**src/rtl/wbdepp_bridge.sv**
```systemverilog
// DEPP host port to pipelined Wishbone master bridge with byte-lane address/data
// registers, streaming data index, optional address auto-increment, error and timeout status.
module wbdepp_bridge #(
  parameter int AW          = 32,
  parameter int DW          = 32,
  parameter int TMO_CYCLES  = 1023,
  parameter int SYNC_STAGES = 2
) (
  input  logic          i_clk,
  input  logic          i_reset_n,
  input  logic          i_astb_n,
  input  logic          i_dstb_n,
  input  logic          i_write_n,
  input  logic [7:0]    i_depp,
  output logic [7:0]    o_depp,
  output logic          o_wait,
  output logic          o_wb_cyc,
  output logic          o_wb_stb,
  output logic          o_wb_we,
  output logic [AW-1:0] o_wb_addr,
  output logic [DW-1:0] o_wb_data,
  output logic [DW/8-1:0] o_wb_sel,
  input  logic          i_wb_ack,
  input  logic          i_wb_stall,
  input  logic          i_wb_err,
  input  logic [DW-1:0] i_wb_data,
  input  logic          i_int
);
  localparam int NA = AW / 8;
  localparam int NB = DW / 8;
  localparam int TW = $clog2(TMO_CYCLES + 1);

  typedef enum logic [2:0] {
    IDLE   = 3'd0,
    AREG   = 3'd1,
    DREG   = 3'd2,
    WBREQ  = 3'd3,
    WBWAIT = 3'd4,
    HOLD   = 3'd5
  } state_t;

  state_t state_r, state_next_s;

  // Lane order in each stage: {int, write_n, dstb_n, astb_n}
  logic [SYNC_STAGES-1:0][3:0] sync_r;
  logic astb_prev_r, dstb_prev_r, act_dstb_r, dstb_pend_r;
  logic err_r, tmo_r, autoinc_r;
  logic [7:0]    idx_r;
  logic [DW-1:0] data_r;
  logic [TW-1:0] tmo_cnt_r;

  logic astb_s, dstb_s, write_s, int_s, astb_fall_s, dstb_fall_s, hold_rel_s;
  logic is_addr_s, is_data_s, wb_wr_s, wb_rd_s;
  logic wb_active_s, ack_s, err_s, tmo_hit_s, done_s;
  logic [7:0]    status_s, rd_byte_s, idx_adv_s;
  logic [DW-1:0] wr_word_s;
  logic [AW-1:0] addr_wr_s;

  assign astb_s      = sync_r[SYNC_STAGES-1][0];
  assign dstb_s      = sync_r[SYNC_STAGES-1][1];
  assign write_s     = ~sync_r[SYNC_STAGES-1][2];
  assign int_s       = sync_r[SYNC_STAGES-1][3];
  assign astb_fall_s = astb_prev_r & ~astb_s;
  assign dstb_fall_s = dstb_prev_r & ~dstb_s;
  assign hold_rel_s  = act_dstb_r ? dstb_s : astb_s;

  assign is_addr_s = (idx_r < 8'(NA));
  assign is_data_s = (idx_r >= 8'd4) && (idx_r < 8'(4 + NB));
  assign wb_wr_s   = write_s && (idx_r == 8'(4 + NB - 1));
  assign wb_rd_s   = !write_s && (idx_r == 8'd4);
  assign idx_adv_s = (idx_r == 8'(4 + NB - 1)) ? 8'd4 : idx_r + 8'd1;

  assign wb_active_s = (state_r == WBREQ) || (state_r == WBWAIT);
  assign ack_s       = wb_active_s && i_wb_ack && !i_wb_err;
  assign err_s       = wb_active_s && i_wb_err;
  assign tmo_hit_s   = wb_active_s && !i_wb_ack && !i_wb_err && (tmo_cnt_r == TW'(TMO_CYCLES - 1));
  assign done_s      = ack_s || err_s || tmo_hit_s;

  assign status_s = {3'b000, o_wb_cyc, autoinc_r, int_s, tmo_r, err_r};
  assign o_wb_sel = {NB{1'b1}};

  // Host register read mux and byte-lane merge of the incoming host byte
  always_comb begin
    rd_byte_s = 8'h00;
    wr_word_s = data_r;
    addr_wr_s = o_wb_addr;
    for (int b = 0; b < NA; b++) begin
      rd_byte_s = (idx_r == 8'(b)) ? o_wb_addr[8*b +: 8] : rd_byte_s;
      addr_wr_s[8*b +: 8] = (idx_r == 8'(b)) ? i_depp : o_wb_addr[8*b +: 8];
    end
    for (int b = 0; b < NB; b++) begin
      rd_byte_s = (idx_r == 8'(4 + b)) ? data_r[8*b +: 8] : rd_byte_s;
      wr_word_s[8*b +: 8] = (idx_r == 8'(4 + b)) ? i_depp : data_r[8*b +: 8];
    end
    rd_byte_s = (idx_r == 8'd8) ? status_s : rd_byte_s;
  end

  // Next-state logic
  always_comb begin
    state_next_s = state_r;
    case (state_r)
      IDLE: begin
        if (astb_fall_s) begin
          state_next_s = AREG;
        end else if (dstb_fall_s || (dstb_pend_r && !dstb_s)) begin
          state_next_s = DREG;
        end else begin
          state_next_s = IDLE;
        end
      end
      AREG:   state_next_s = HOLD;
      DREG:   state_next_s = (wb_wr_s || wb_rd_s) ? WBREQ : HOLD;
      WBREQ: begin
        if (done_s) begin
          state_next_s = HOLD;
        end else if (!i_wb_stall) begin
          state_next_s = WBWAIT;
        end else begin
          state_next_s = WBREQ;
        end
      end
      WBWAIT: state_next_s = done_s ? HOLD : WBWAIT;
      HOLD:   state_next_s = hold_rel_s ? IDLE : HOLD;
      default: state_next_s = IDLE;
    endcase
  end

  // State register
  always_ff @(posedge i_clk) begin
    if (!i_reset_n) begin
      state_r <= IDLE;
    end else begin
      state_r <= state_next_s;
    end
  end

  // Synchronisers, host registers and Wishbone master datapath
  always_ff @(posedge i_clk) begin
    if (!i_reset_n) begin
      sync_r      <= {SYNC_STAGES{4'b0111}};
      astb_prev_r <= 1'b1;
      dstb_prev_r <= 1'b1;
      act_dstb_r  <= 1'b0;
      dstb_pend_r <= 1'b0;
      err_r       <= 1'b0;
      tmo_r       <= 1'b0;
      autoinc_r   <= 1'b0;
      idx_r       <= 8'h00;
      data_r      <= '0;
      tmo_cnt_r   <= '0;
      o_depp      <= 8'h00;
      o_wait      <= 1'b0;
      o_wb_cyc    <= 1'b0;
      o_wb_stb    <= 1'b0;
      o_wb_we     <= 1'b0;
      o_wb_addr   <= '0;
      o_wb_data   <= '0;
    end else begin
      sync_r      <= {sync_r[SYNC_STAGES-2:0], i_int, i_write_n, i_dstb_n, i_astb_n};
      astb_prev_r <= astb_s;
      dstb_prev_r <= dstb_s;
      o_wait      <= (state_next_s == HOLD);
      if (state_r == IDLE) begin
        dstb_pend_r <= astb_fall_s && dstb_fall_s;
      end
      case (state_r)
        AREG: begin
          act_dstb_r <= 1'b0;
          if (write_s) begin
            idx_r <= i_depp;
          end else begin
            o_depp <= idx_r;
          end
        end
        DREG: begin
          act_dstb_r <= 1'b1;
          if (is_data_s) begin
            idx_r <= idx_adv_s;
          end
          if (write_s) begin
            if (is_addr_s) o_wb_addr <= addr_wr_s;
            if (is_data_s) data_r <= wr_word_s;
            if (idx_r == 8'd8) begin
              autoinc_r <= i_depp[3];
              if (i_depp[0]) err_r <= 1'b0;
              if (i_depp[1]) tmo_r <= 1'b0;
            end
          end else if (!wb_rd_s) begin
            o_depp <= rd_byte_s;
          end
          if (wb_wr_s || wb_rd_s) begin
            o_wb_cyc  <= 1'b1;
            o_wb_stb  <= 1'b1;
            o_wb_we   <= wb_wr_s;
            tmo_cnt_r <= '0;
          end
          if (wb_wr_s) o_wb_data <= wr_word_s;
        end
        WBREQ, WBWAIT: begin
          tmo_cnt_r <= tmo_cnt_r + TW'(1);
          if (!i_wb_stall) o_wb_stb <= 1'b0;
          if (done_s) begin
            o_wb_cyc <= 1'b0;
            o_wb_stb <= 1'b0;
            if (ack_s) begin
              if (!o_wb_we) begin
                data_r <= i_wb_data;
                o_depp <= i_wb_data[7:0];
              end
              if (autoinc_r) o_wb_addr <= o_wb_addr + {{(AW-1){1'b0}}, 1'b1};
            end else begin
              // Abort: error and timeout both return zero read data
              if (err_s) begin
                err_r <= 1'b1;
              end else begin
                tmo_r <= 1'b1;
              end
              if (!o_wb_we) begin
                data_r <= '0;
                o_depp <= 8'h00;
              end
            end
          end
        end
        default: ;
      endcase
    end
  end
endmodule

```
**config.mk**
```make
export PLATFORM = sky130hd
export DESIGN_NAME = wbdepp_bridge
export DESIGN_NICKNAME = d
export VERILOG_FILES = /design/src/rtl/wbdepp_bridge.sv
export SDC_FILE = /design/constraint.sdc
export NUM_CORES = 1
export LEC_CHECK = 0
export ABC_AREA = 1
export CAP_MARGIN = 30
export CORE_UTILIZATION = 45
export DETAILED_ROUTE_END_ITERATION = 16
export GPL_TIMING_DRIVEN = 0
export PLACE_DENSITY = 0.69
export RECOVER_POWER = 100
export SYNTH_ARGS = -nofsm -noshare
export SYNTH_HDL_FRONTEND = slang
export SYNTH_SLANG_ARGS = --single-unit
```
**constraint.sdc**
```tcl
create_clock -name i_clk -period 2.85 [get_ports i_clk]
set_clock_uncertainty 0.2 [all_clocks]
set_input_delay 0.57 -clock i_clk [delete_from_list [all_inputs] [get_ports i_clk]]
set_output_delay 0.57 -clock i_clk [all_outputs]
set_load 0.1 [all_outputs]
```
==> summary.md, run 1 <==
| Metric | Value |
|---|---|
| DR WL/cell | `18.1 um` |
| CTS sink cnt | `between 100 and 150` |
| Critical-path top delay cell | `clkdlybuf4s50_1` |
| Post-route ant nets | `0` |
| Worst Tran Pin Value | `between 1 and 1.5 ns` |
| Net count, final | `1377` |
| Yosys Warn Count | `0` |
| Post-CTS setup buffer count | `0` |
| Top FF cell, synth | `dfxtp_1` |
| Critical R2R Launch | `idx_r[5]` |
| # fillers | `~1700` |
| DRC violations left | `0` |
| Fin Hold WS | `0.218 ns` |
| Most used standard cell by instance count after synthesis | `nand2_1` |
| Via-to-Cell Ratio | `5.58` |
| Footprint of the multi-input gates | `around 4300 um2` |
| Synth area leader | `dfxtp_1` |
| Post-DP HPWL | `between 20000 and 25000 um` |
| Die area | `18100 um2` |
| Min-delay src | `sync_r[2]` |
| Worst path cell trace | `clkdlybuf4s50_1` |
| Pin count of the biggest net entering global routing | `17` |
| CP startpoint | `o_wb_addr[24]` |
| Fraction of layout cells with a size suffix above 1 | `roughly 7.8%` |
| Row count | `48` |
| Die height | `roughly 130 um` |
| Maximum clock rate | `0.354 GHz` |
| Die X | `about 130 um` |
| WP depth | `1` |
| Max Buffers Root-to-Sink | `2` |
| DRT Pass-1 Iters | `5` |
| Startpoint types | `register` |
| Number of synthesized flops with an enable pin | `0` |
| Worst Path Class, Setup | `register to output port` |
| GR Overflow Total | `0` |
| Reg2Reg Depth | `15` |
| Clk slew on worst S/H paths | `approximately 0.060 ns` |
| Post-Syn Area | `7910 um2` |
| Pleak | `around 0.0040 uW` |
| Core ar. | `between 15000 and 20000 um2` |
| DP Area | `about 9400 um2` |
| Post-route cell area | `a little under 10000 um2` |
| Global-route wire length before repair | `~44000 um` |
| Netlist cell types | `52` |
| Worst-Skew Late Latency | `~0.44 ns` |
| CP Capture Type | `output port` |
| H-tree depth | `4` |
| Share of the synthesized area in the top cell type | `a little over a third` |
| Syn Inst Count | `around 1200` |
| Worst-case vdd ir drop | `0.528 mV` |
| Final Hold Viols | `0` |
| Ant diodes | `0` |
| Slew margin rel. | `~22%` |
| Status | `finished, final reports clean` |
| Initial antenna violation count | `0` |
| Total track usage | `between 30% and 40%` |
| Starting Density | `45.9%` |
| CP Data Required Time | `roughly 2.1 ns` |
| Arrival time at the worst endpoint | `2.05 ns` |
| Ranking of synthesized cells by area | `dfxtp_1, nand2_1, o21ai_0` |
| Area delta synth->final | `25.2%` |
| Final wirelength | `roughly 28000 um` |
| CTS tree | `yes` |
| Port bufs | `124` |
| Critical path's top delay family | `buffers and inverters` |
| Slowest stage delay, CP | `between 1 and 1.5 ns` |
| Max-slew violations | `0` |
| CP Max Fanout | `6` |
| Worst min path class | `register to register` |
| Final setup viols | `0` |
| Clock Tree Root | `clkbuf_16` |
| Final min period | `2.82 ns` |
| # IOs | `129` |
| Num CTS Buffers | `17` |
| Synth Register Bits | `144` |
| Synthesized area per cell | `6.73 um2` |
| P per Cell Area | `between 800 and 900 nW/um2` |
| GP Congestion | `0.974` |
| Vias in the first global route | `~8000` |
| Top cells by count, synth | `nand2_1, dfxtp_1, o21ai_0, nor2_1, a21oi_1` |
| Hold buffer count at cts | `0` |
| Async SR Flop Fraction | `0%` |
| RSZ-0062 raised after global routing | `false` |
| Worst Path Buf+Inv | `1` |
| Violation count after the first detailed-route iteration | `just under 900` |
| Max-Cap Viols | `0` |
| Post-synthesis sequential area ratio | `between 30 and 40%` |
| Fin crit share | `between 90 and 100%` |
| Hold depth | `1` |
| Reg area | `between 2000 and 3000 um2` |
| Detailed-route via count | `a little under 9000` |
==> cell families (layout without fill, tap and decap cells) <==
group	Yosys count	after routing	share of synthesized area (%)
AND/OR/NAND/NOR	461	461	25.3
XOR/XNOR	21	21	2.33
flip-flops	144	144	36.4
adder cells (fa/ha/maj)	7	7	1.11
AO/OA/AOI/OAI	353	353	25.1
buffers and inverters	188	344	9.65
other	1	4	0.0474
==> final timing paths <==
| check | to | slack [ns] |
|---|---|---|
| min reg2reg | sync_r[6] | 0.22 |
| max | o_wb_addr[24] | 0.03 |
| min | sync_r[6] | 0.22 |
| max reg2reg | o_depp[2] | 0.22 |
==> timing repair <==
| item | in CTS | in global routing |
|---|---|---|
| gates resized for setup | 7 | 11 |
| endpoints found under the setup margin | 7 | 10 |
| endpoints found under the hold margin | 0 | 0 |
| pin swaps | 0 | 0 |
==> report_power, final <==
group	switching [uW]	internal, uW
Clock	964	1240
Sequential	303	2300
Combinational	2550	814
Total	3820	4350
==> area by class of cell <==
type | instances | share of cell area, %
plain buffers | 65 | 3.02
clock inverters | 13 | 1.26
repair buffers | 124 | 11.6
clock buffers | 19 | 4.47
flip-flops and latches | 144 | 29.1
multi-input cells | 846 | 43.0
well taps | 225 | 2.84
inverters | 123 | 4.67
==> layout by cell type, fill, tap and decap left out, types with 7 or more instances in the layout <==
master and count:
clkbuf_16 17, dlygate4sd3_1 45, xor2_1 20, nand2_1 224, inv_2 9, inv_1 111, nand3_1 46, o21ai_1 13
dfxtp_1 142, or2_2 10, buf_2 14, nor3_1 25, a21oi_1 120, nor2_1 122, nor2_2 7, clkbuf_1 56
o21ai_0 138, a31oi_1 16, a211oi_1 40, clkdlybuf4s50_1 64, ha_1 7
==> routing by layer <==
metal	up-vias	global-route usage [%]	share of wire, %
met2	439	50.1	44
li1	4229	-	-
met3	69	6.27	8.7
met5	-	0	0
met4	0	14.9	3.4
met1	3958	42.3	44
==> state kept, by name, summed over array words and instances, names as in the netlist, 3 cells and up <==
register	count
tmo_cnt_r	10
sync_r	5
o_depp	8
o_wb_addr	32
idx_r	8
state_r	3
data_r	32
o_wb_data	32
==> metrics by stage <==
step                setup slack [ns]  cells  TNS, ns  power (uW)  util [%]
floorplan                   0.000187   1178        0        5010         -
global placement             -0.0221   1527  -0.0519        5970      54.8
detailed placement           -0.0720   1527   -0.536        6000      54.8
CTS                        0.0000393   1559        0        8170      58.1
global route                 0.00168   1559        0        8540      57.5
finish                        0.0283   1559        0        8170      57.5
Power figures use the tool's default switching activity.
==> run 2, diff against run 1 <==
--- a/config.mk
+++ b/config.mk
@@ -10,7 +10,7 @@
 export CORE_UTILIZATION = 45
 export DETAILED_ROUTE_END_ITERATION = 16
 export GPL_TIMING_DRIVEN = 0
-export PLACE_DENSITY = 0.69
+export PLACE_DENSITY = 0.8
 export RECOVER_POWER = 100
 export SYNTH_ARGS = -nofsm -noshare
 export SYNTH_HDL_FRONTEND = slang
==> run 2 against run 1 <==
Compared with the run above: power is 2.8% higher; clock power is 11% higher; via count is 2.1% higher; sequential share of layout area is 0.23 points lower; critical endpoint unchanged; highest routed layer unchanged.
==> summary.md, run 2 (synthesis gave the netlist of run 1 again) <==
| Metric | Value |
|---|---|
| Status | `finished, final reports clean` |
| Final core occ | `between 50% and 60%` |
| # IOs | `129` |
| Critical path's top delay family | `buffers and inverters` |
| Vias in the first global route | `slightly above 8000` |
| Clk slew on worst S/H paths | `roughly 0.060 ns` |
| RSZ-0062 raised after global routing | `false` |
| DRT Pass-1 Iters | `6` |
| Routed length on met3 | `a little under 3000 um` |
| CTS tree | `yes` |
| Die X | `around 130 um` |
| Ant diodes | `0` |
| Worst-case vdd ir drop | `0.480 mV` |
| Area delta synth->final | `26.2%` |
| Post-CTS setup buffer count | `0` |
| Top layer in use | `met4` |
| Startpoint types | `register` |
| Initial antenna violation count | `0` |
| Detailed-route via count | `8881` |
| Violation count after the first detailed-route iteration | `between 1000 and 1500` |
| GP Congestion | `between 0.9 and 1` |
| Met2 WL post-DR | `~12000 um` |
| Via-to-Cell Ratio | `5.70` |
| Final Hold Viols | `0` |
| Dpl ws | `-0.00206 ns` |
| Clock Tree Root | `clkbuf_16` |
| Fraction of layout cells with a size suffix above 1 | `7.27%` |
| Starting Density | `between 40% and 50%` |
| Pin count of the biggest net entering global routing | `17` |
| Most frequent cells in the layout | `nand2_1, dfxtp_1, o21ai_0` |
| Total track usage | `30.8%` |
| Worst Path Buf+Inv | `1` |
| Biggest registers after layout | `data_r x32, o_wb_addr x32, o_wb_data x32` |
| Die height | `roughly 130 um` |
| Worst path cell trace | `clkdlybuf4s50_1` |
| Pleak | `0.00408 uW` |
| GR Overflow Total | `0` |
| CTS sink cnt | `approximately 140` |
| Die area | `between 15000 and 20000 um2` |
| Setup WS post-layout | `between 0.003 and 0.004 ns` |
| Maximum clock rate | `0.351 GHz` |
| Worst Tran Pin Value | `around 1.2 ns` |
| Arrival time at the worst endpoint | `2.08 ns` |
| P per Cell Area | `approximately 840 nW/um2` |
| Post-DP HPWL | `20600 um` |
| Critical-path top delay cell | `clkdlybuf4s50_1` |
| CP Capture Type | `output port` |
| Core ar. | `about 17000 um2` |
| Final setup viols | `0` |
| Global-route wire length before repair | `about 43000 um` |
| Port bufs | `124` |
| Row count | `48` |
| Slew margin rel. | `22.7%` |
| Worst min path class | `register to register` |
| Worst-Skew Late Latency | `0.43 ns` |
| DRC violations left | `0` |
| Routed length on met1 | `11200 um` |
| Max-Cap Viols | `0` |
| DR WL/cell | `around 18 um` |
| Fin Hold WS | `0.215 ns` |
| Worst Path Class, Setup | `register to output port` |
| Post-route ant nets | `0` |
| Net count, final | `1377` |
| Final wirelength | `about 28000 um` |
| Max-slew violations | `0` |
| H-tree depth | `4` |
| Final min period | `2.85 ns` |
| CP Data Required Time | `2.08 ns` |
| Slowest stage delay, CP | `1.18 ns` |
| Max Buffers Root-to-Sink | `2` |
| CP Max Fanout | `6` |
| Setup TNS | `0 ns` |
| Num CTS Buffers | `17` |
| Most common cell after layout, fill and taps aside | `nand2_1` |
| Fin crit share | `about 100%` |
run 2: changes by cell type in the layout (fill, tap and decap cells not counted), sizes merged:
cell,previous run,this run
buf,22,18
dlygate4sd3,45,47
clkbuf,77,78
bufinv,1,4
inv,126,121
clkinv,5,7
clkdlybuf4s50,64,66
clkinvlp,4,3
run 2: per-layer routing:
metal  global-route usage [%]  vias up
li1                         -     4215
met1                     39.1     3986
met2                     48.6      566
met3                     6.79      114
met4                     16.5        0
met5                        0        -
run 2: worst register-to-register path: stages (launching register included):
cell and delay (ns):
dfxtp_1 0.35, inv_2 0.06, nor2_4 0.11, nand2_1 0.10, nand2_1 0.13, buf_4 0.22
nand2_1 0.12, nand2_1 0.12, nand2_2 0.12, inv_2 0.11, o21ai_2 0.08, nor2_1 0.34
buf_2 0.31, nand3_1 0.11, o211ai_1 0.10, inv_1 0.06
run 2: worst paths after layout:
| kind | from | endpoint | slack, ns | cells after the start |
|---|---|---|---|---|
| max reg2reg | state_r[1] | o_wb_addr[18] | 0.11 | 15 |
| min reg2reg | sync_r[1] | dstb_s | 0.21 | 1 |
| max | o_wb_addr[24] | o_wb_addr[24] | 0.004 | 1 |
| min | sync_r[1] | dstb_s | 0.21 | 1 |
run 2: area by class of cell:
| cell class | instances | area [um2] |
|---|---|---|
| Sequential cell | 144 | 2890 |
| Inverter | 123 | 463 |
| Fill cell | 1597 | 7260 |
| Buffer | 65 | 283 |
| Multi-Input combinational cell | 846 | 4260 |
| Clock inverter | 12 | 183 |
| Timing Repair Buffer | 124 | 1170 |
| Clock buffer | 20 | 457 |
| Tap cell | 225 | 282 |
run 2: repair_timing:
action	4_1_cts	5_1_grt
setup endpoints to repair	5	6
gates resized for setup	5	6
hold buffers	0	0
pin swaps	0	0
run 2: stage by stage:
step,cells,area [um2],power [uW]
finish,1559,9980,8400
global route,1559,9980,8730
CTS,1559,10100,8370
detailed placement,1527,9450,5960
global placement,1527,9450,5930
floorplan,1178,7920,5010
run 2: power breakdown:
part / internal [uW] / switching [uW]
combinational: 813 / 2540
clock: 1520 / 931
sequential: 2300 / 304
total: 4630 / 3770
